### config.mk
export PLATFORM = sky130hd
export DESIGN_NAME = uart_echo_tester
export DESIGN_NICKNAME = d
export VERILOG_FILES = /design/src/rtl/uart_echo_tester.sv
export SDC_FILE = /design/constraint.sdc
export NUM_CORES = 1
export LEC_CHECK = 0
export CORE_ASPECT_RATIO = 0.5
export CORE_MARGIN = 2
export CORE_UTILIZATION = 35
export DETAILED_ROUTE_END_ITERATION = 12
export GPL_ROUTABILITY_DRIVEN = 1
export PLACE_DENSITY = 0.57
export SLEW_MARGIN = 20
export SYNTH_ARGS = -nofsm -noshare
export SYNTH_HDL_FRONTEND = slang
export SYNTH_SLANG_ARGS = --single-unit
### constraint.sdc
create_clock -name clk -period 3 [get_ports clk]
set_input_delay 0.45 -clock clk [delete_from_list [all_inputs] [get_ports clk]]
set_output_delay 0.45 -clock clk [all_outputs]
set_load 0.01 [all_outputs]
### src/rtl/uart_echo_tester.sv
// Sends NUM_BYTES 8N1 frames, checks each echo is the case-swapped byte, and counts bad or missing echoes.
// One byte outstanding at a time; the busy/done/pass/err_count outputs summarise the current run.
module uart_echo_tester #(
    parameter int CLKS_PER_BIT = 1085,
    parameter int NUM_BYTES    = 26,
    parameter int FIRST_BYTE   = 65,
    parameter int TIMEOUT_CLKS = 20 * CLKS_PER_BIT
) (
    input  logic       clk,
    input  logic       rst_n,
    input  logic       start,
    input  logic       rx,
    output logic       tx,
    output logic       busy,
    output logic       done,
    output logic       pass,
    output logic [7:0] err_count
);

    typedef enum logic [2:0] {IDLE, SEND, WAIT, CHECK, FINISH} state_t;

    localparam int CW   = $clog2(CLKS_PER_BIT + 1);
    localparam int TW   = $clog2(TIMEOUT_CLKS + 1);
    localparam int HALF = (CLKS_PER_BIT / 2 > 0) ? CLKS_PER_BIT / 2 : 1;

    localparam logic [CW-1:0] BIT_LAST = CW'(CLKS_PER_BIT - 1);
    localparam logic [CW-1:0] BIT_FULL = CW'(CLKS_PER_BIT);
    localparam logic [CW-1:0] BIT_HALF = CW'(HALF);
    localparam logic [TW-1:0] TO_LAST  = TW'(TIMEOUT_CLKS - 1);
    localparam logic [7:0]    LAST_IDX = 8'(NUM_BYTES - 1);
    localparam logic [7:0]    FIRST_B  = 8'(FIRST_BYTE);

    state_t state_q, state_d;

    logic          rx_s1_q, rx_s2_q, rx_s3_q;
    logic          tx_q;
    logic [8:0]    tx_shift_q;
    logic [CW-1:0] tx_cnt_q;
    logic [3:0]    tx_bit_q;
    logic          rx_act_q;
    logic [CW-1:0] rx_cnt_q;
    logic [3:0]    rx_bit_q;
    logic [7:0]    rx_shift_q;
    logic          rx_stop_q;
    logic          timed_out_q;
    logic [TW-1:0] to_cnt_q;
    logic [7:0]    idx_q, cur_byte_q;
    logic [7:0]    err_q, err_d;
    logic          pass_q;

    logic          start_ok, enter_send, rx_tick, frame_done, timeout, mismatch;
    logic [7:0]    next_byte;

    function automatic logic [7:0] echo_of(input logic [7:0] b);
        if (b >= 8'd65 && b <= 8'd90)  return b + 8'd32;
        if (b >= 8'd97 && b <= 8'd122) return b - 8'd32;
        return b;
    endfunction

    assign start_ok   = start && (state_q == IDLE || state_q == FINISH);
    assign enter_send = (state_d == SEND) && (state_q != SEND);
    assign next_byte  = start_ok ? FIRST_B : FIRST_B + idx_q + 8'd1;
    // Start bit is confirmed half a bit after the edge, data/stop a whole bit apart after that.
    assign rx_tick    = rx_act_q && (rx_cnt_q == ((rx_bit_q == 4'd0) ? BIT_HALF : BIT_FULL));
    assign frame_done = (state_q == WAIT) && rx_tick && (rx_bit_q == 4'd9);
    assign timeout    = (state_q == WAIT) && !frame_done && (to_cnt_q == TO_LAST);
    assign mismatch   = timed_out_q || !rx_stop_q || (rx_shift_q != echo_of(cur_byte_q));

    assign tx        = tx_q;
    assign pass      = pass_q;
    assign err_count = err_q;

    always_comb begin
        state_d = state_q;
        busy    = 1'b0;
        done    = 1'b0;
        case (state_q)
            IDLE:   if (start) state_d = SEND;
            SEND: begin
                busy = 1'b1;
                if (tx_bit_q == 4'd10) state_d = WAIT;
            end
            WAIT: begin
                busy = 1'b1;
                if (frame_done || timeout) state_d = CHECK;
            end
            CHECK: begin
                busy    = 1'b1;
                state_d = (idx_q == LAST_IDX) ? FINISH : SEND;
            end
            FINISH: begin
                done = 1'b1;
                if (start) state_d = SEND;
            end
            default: state_d = IDLE;
        endcase
    end

    always_comb begin
        err_d = err_q;
        if (start_ok)
            err_d = 8'd0;
        else if (state_q == CHECK && mismatch && err_q != 8'hFF)
            err_d = err_q + 8'd1;
    end

    always_ff @(posedge clk or negedge rst_n) begin
        if (!rst_n) begin
            state_q    <= IDLE;
            err_q      <= 8'd0;
            pass_q     <= 1'b0;
            idx_q      <= 8'd0;
            cur_byte_q <= 8'd0;
            rx_s1_q    <= 1'b1;
            rx_s2_q    <= 1'b1;
            rx_s3_q    <= 1'b1;
        end else begin
            state_q <= state_d;
            err_q   <= err_d;
            pass_q  <= (state_d == FINISH) && (err_d == 8'd0);
            rx_s1_q <= rx;
            rx_s2_q <= rx_s1_q;
            rx_s3_q <= rx_s2_q;
            if (start_ok)
                idx_q <= 8'd0;
            else if (state_q == CHECK && state_d == SEND)
                idx_q <= idx_q + 8'd1;
            if (enter_send)
                cur_byte_q <= next_byte;
        end
    end

    // Transmitter: tx_bit_q counts start, 8 data and stop bits; 10 is the one-cycle tail before WAIT.
    always_ff @(posedge clk or negedge rst_n) begin
        if (!rst_n) begin
            tx_q       <= 1'b1;
            tx_shift_q <= 9'h1FF;
            tx_cnt_q   <= '0;
            tx_bit_q   <= 4'd0;
        end else if (enter_send) begin
            tx_q       <= 1'b0;
            tx_shift_q <= {1'b1, next_byte};
            tx_cnt_q   <= '0;
            tx_bit_q   <= 4'd0;
        end else if (state_q == SEND && tx_bit_q != 4'd10) begin
            if (tx_cnt_q == BIT_LAST) begin
                tx_cnt_q   <= '0;
                tx_bit_q   <= tx_bit_q + 4'd1;
                tx_q       <= tx_shift_q[0];
                tx_shift_q <= {1'b1, tx_shift_q[8:1]};
            end else begin
                tx_cnt_q <= tx_cnt_q + 1'b1;
            end
        end else begin
            tx_q <= 1'b1;
        end
    end

    always_ff @(posedge clk or negedge rst_n) begin
        if (!rst_n) begin
            rx_act_q    <= 1'b0;
            rx_cnt_q    <= '0;
            rx_bit_q    <= 4'd0;
            rx_shift_q  <= 8'd0;
            rx_stop_q   <= 1'b0;
            timed_out_q <= 1'b0;
            to_cnt_q    <= '0;
        end else if (state_q != WAIT) begin
            rx_act_q <= 1'b0;
            to_cnt_q <= '0;
        end else begin
            to_cnt_q    <= to_cnt_q + 1'b1;
            timed_out_q <= timeout;
            if (!rx_act_q) begin
                if (rx_s3_q && !rx_s2_q) begin
                    rx_act_q <= 1'b1;
                    rx_cnt_q <= CW'(1);
                    rx_bit_q <= 4'd0;
                end
            end else if (rx_tick) begin
                rx_cnt_q <= CW'(1);
                case (rx_bit_q)
                    4'd0: begin
                        if (rx_s2_q) rx_act_q <= 1'b0;
                        else         rx_bit_q <= 4'd1;
                    end
                    4'd9: begin
                        rx_stop_q <= rx_s2_q;
                        rx_act_q  <= 1'b0;
                    end
                    default: begin
                        rx_shift_q <= {rx_s2_q, rx_shift_q[7:1]};
                        rx_bit_q   <= rx_bit_q + 4'd1;
                    end
                endcase
            end else begin
                rx_cnt_q <= rx_cnt_q + 1'b1;
            end
        end
    end

endmodule
==> metrics.csv <==
metric,value,unit
status,"finished, final reports clean",
end_kind,register,
dr.pass1.iters,4,
clockRootBuffer,clkbuf_16,
first_iter_violations,255,
path_max_fanout,9,
vias_per_cell,5.033,
netlist_area,5011,µm²
syn_nets,539,
post-route-period-util,91.06,%
layout_common_cells,"84 x dfrtp_1, 63 x nor2_1, 57 x nand2_1",
fillerInstances,1356,
layout_commonest_cell,dfrtp_1,
finalNetCount,560,
path_class,reg -> reg,
portBuffers,15,
max-vdd-ir-drop,0.2802,mV
ys_warn_count,0,
finalHoldViolCount,0,
fin_worst_skew,8.590,ps
drv_slew,0,
ctsHoldBuffers,0,
synth_flop_cell,dfrtp_1,
routed_wl,10120,µm
cap_violations,0,
htree_levels,3,
synth_edf_count,0,
gp_congestion,0.8267,
syn_inst,520,
powerDensity,527.8,nW/µm²
grt_antenna_before_repair,0,
die_w,173.2,µm
dp_cells,722,
die_h,88.61,µm
worst_slew_pin_slew,568.9,ps
critPathArrivalTime,2950,ps
grt.overflow.total,0,
ys_seq_area_share,48.24,%
slew_headroom,61.75,%
clk_path_buf_depth,2,
via_count,3714,
cts_setup_buffers,0,
timing.hold.ws,76.65,ps
wl_per_cell,13.71,µm
dp_hpwl,7082,µm
synth.distinct_cells,56,
cts_inserted_buffers,9,
grt_pass1_wl,17240,µm
finalSetupTns,0,ps
drive_above_1_share,10.07,%
final_util,41.58,%
drtAntennaViolNets,0,
clock_latency,340,ps
ios,16,
areaGrowthSynthToFinish,14.31,%
regArea,2417,µm²
reg2regPathDepth,10,
finalNonFillerCells,738,
start_util,36.38,%
synth_seq_cells,96,
period_minus_slack,2732,ps
path_clk_slew,70,ps
fmax,0.3661,GHz
hold_path.class,in -> async,
grt_use_total,13.96,%
p_total,3.023,mW
grt_pass1_vias,3548,
rsz0062_at_grt,false,
core,13780,µm²
grt_max_degree,61,
async_flop_share,100.0,%
setup_violations,0,
cp.required,3220,ps
post_cts_resized,0,
numClockSinks,96,
placementRows,30,
dieArea,15350,µm²
cts_tree,done,
synth_area_per_cell,9.637,µm²
insertedDiodeCount,0,
p_leak,2.523,nW
multi_input_area,2482,µm²
start_kind,register,
route.detailed.drc,0,
==> sequential cells by signal, summed over array words and instances, names as in the netlist, 3 cells and up <==
signal      cells
rx_shift_q      8
rx_cnt_q       11
to_cnt_q       15
tx_cnt_q       11
state_q         3
cur_byte_q      8
rx_bit_q        4
tx_bit_q        4
tx_shift_q      8
err_count       8
idx_q           8
==> layer usage <==
metal  up-vias  global-route usage (%)  part of all wire (%)
met5         -                       0                     0
met3        13                   3.093                   3.2
met4         0                   4.468                   1.2
li1       1869                       -                     -
met2        42                   21.75                    44
met1      1790                   19.59                    52
==> critical path, stage by stage (launching register included) <==
cell and delay, ps:
dfrtp_1 420, inv_1 90, ha_1 160, or3b_1 420, nor3_1 190, a31oi_1 60
nor2_1 240, nor2_2 100, nor3_4 220, and3_2 350, mux2_2 360
==> report_power, final <==
part           internal [mW]  switching (mW)
clock                  0.731           0.490
combinational          0.144           0.178
sequential              1.39          0.0945
total                   2.26           0.762
==> cells in the mapped netlist (all sizes together) (3+ instances only) <==
cell / n / area (µm²)
dfrtp: 84 / 2102
nor2: 65 / 262.8
nand2: 58 / 220.2
xor2: 31 / 271.5
o21ai: 28 / 140.1
a21oi: 25 / 128.9
nand3: 25 / 125.1
xnor2: 16 / 140.1
ha: 15 / 187.7
inv: 14 / 52.55
or3: 14 / 87.58
and3: 13 / 81.33
dfstp: 12 / 315.3
clkbuf: 11 / 41.29
nor3: 10 / 61.31
mux2: 9 / 101.4
nand4: 9 / 56.30
a31oi: 8 / 50.05
mux2i: 8 / 80.08
nand2b: 6 / 37.54
nor4: 6 / 43.79
o22ai: 6 / 37.54
and2: 5 / 31.28
nor3b: 3 / 22.52
nor4b: 3 / 26.28
o31ai: 3 / 22.52
or2: 3 / 18.77
==> through the flow <==
step	cell area [µm²]	setup slack, ps
4_1_cts	5727	171.4
3_5_place_dp	5411	166.8
3_3_place_gp	5411	258.4
2_1_floorplan	5011	515.2
5_1_grt	5728	68.10
6_report	5728	268.1
==> kinds of logic after synthesis <==
logic type | Yosys count | share of synthesized area (%)
AOI/OAI and AO/OA | 85 | 10.16
muxes | 17 | 3.621
buffers and inverters | 27 | 2.247
DFF | 96 | 48.24
adders and majority gates | 15 | 3.745
and+or+nand+nor | 233 | 23.77
xor gates and xnor gates | 47 | 8.215
==> area by class of cell <==
type / instances / share of cell area [%]
inverter: 14 / 0.9174
clock inverter: 5 / 1.442
timing repair buffer: 23 / 3.844
tap: 192 / 4.194
clock buffer: 11 / 4.063
multi-input combinational: 397 / 43.34
sequential: 96 / 42.20
==> final timing paths <==
path / from / endpoint / slack, ps
worst max register to register: rx_bit_q[0] / rx_shift_q[1] / 270
worst min-delay path: rst_n / pass / 80
min in group clk: rx_s1_q / rx_s2_q / 350
worst min register to register: rx_s1_q / rx_s2_q / 350
worst max-delay path: rx_bit_q[0] / rx_shift_q[1] / 270
max in group asynchronous: rst_n / rx_s3_q / 2190
Note: power is estimated with default switching activity, not from simulation.
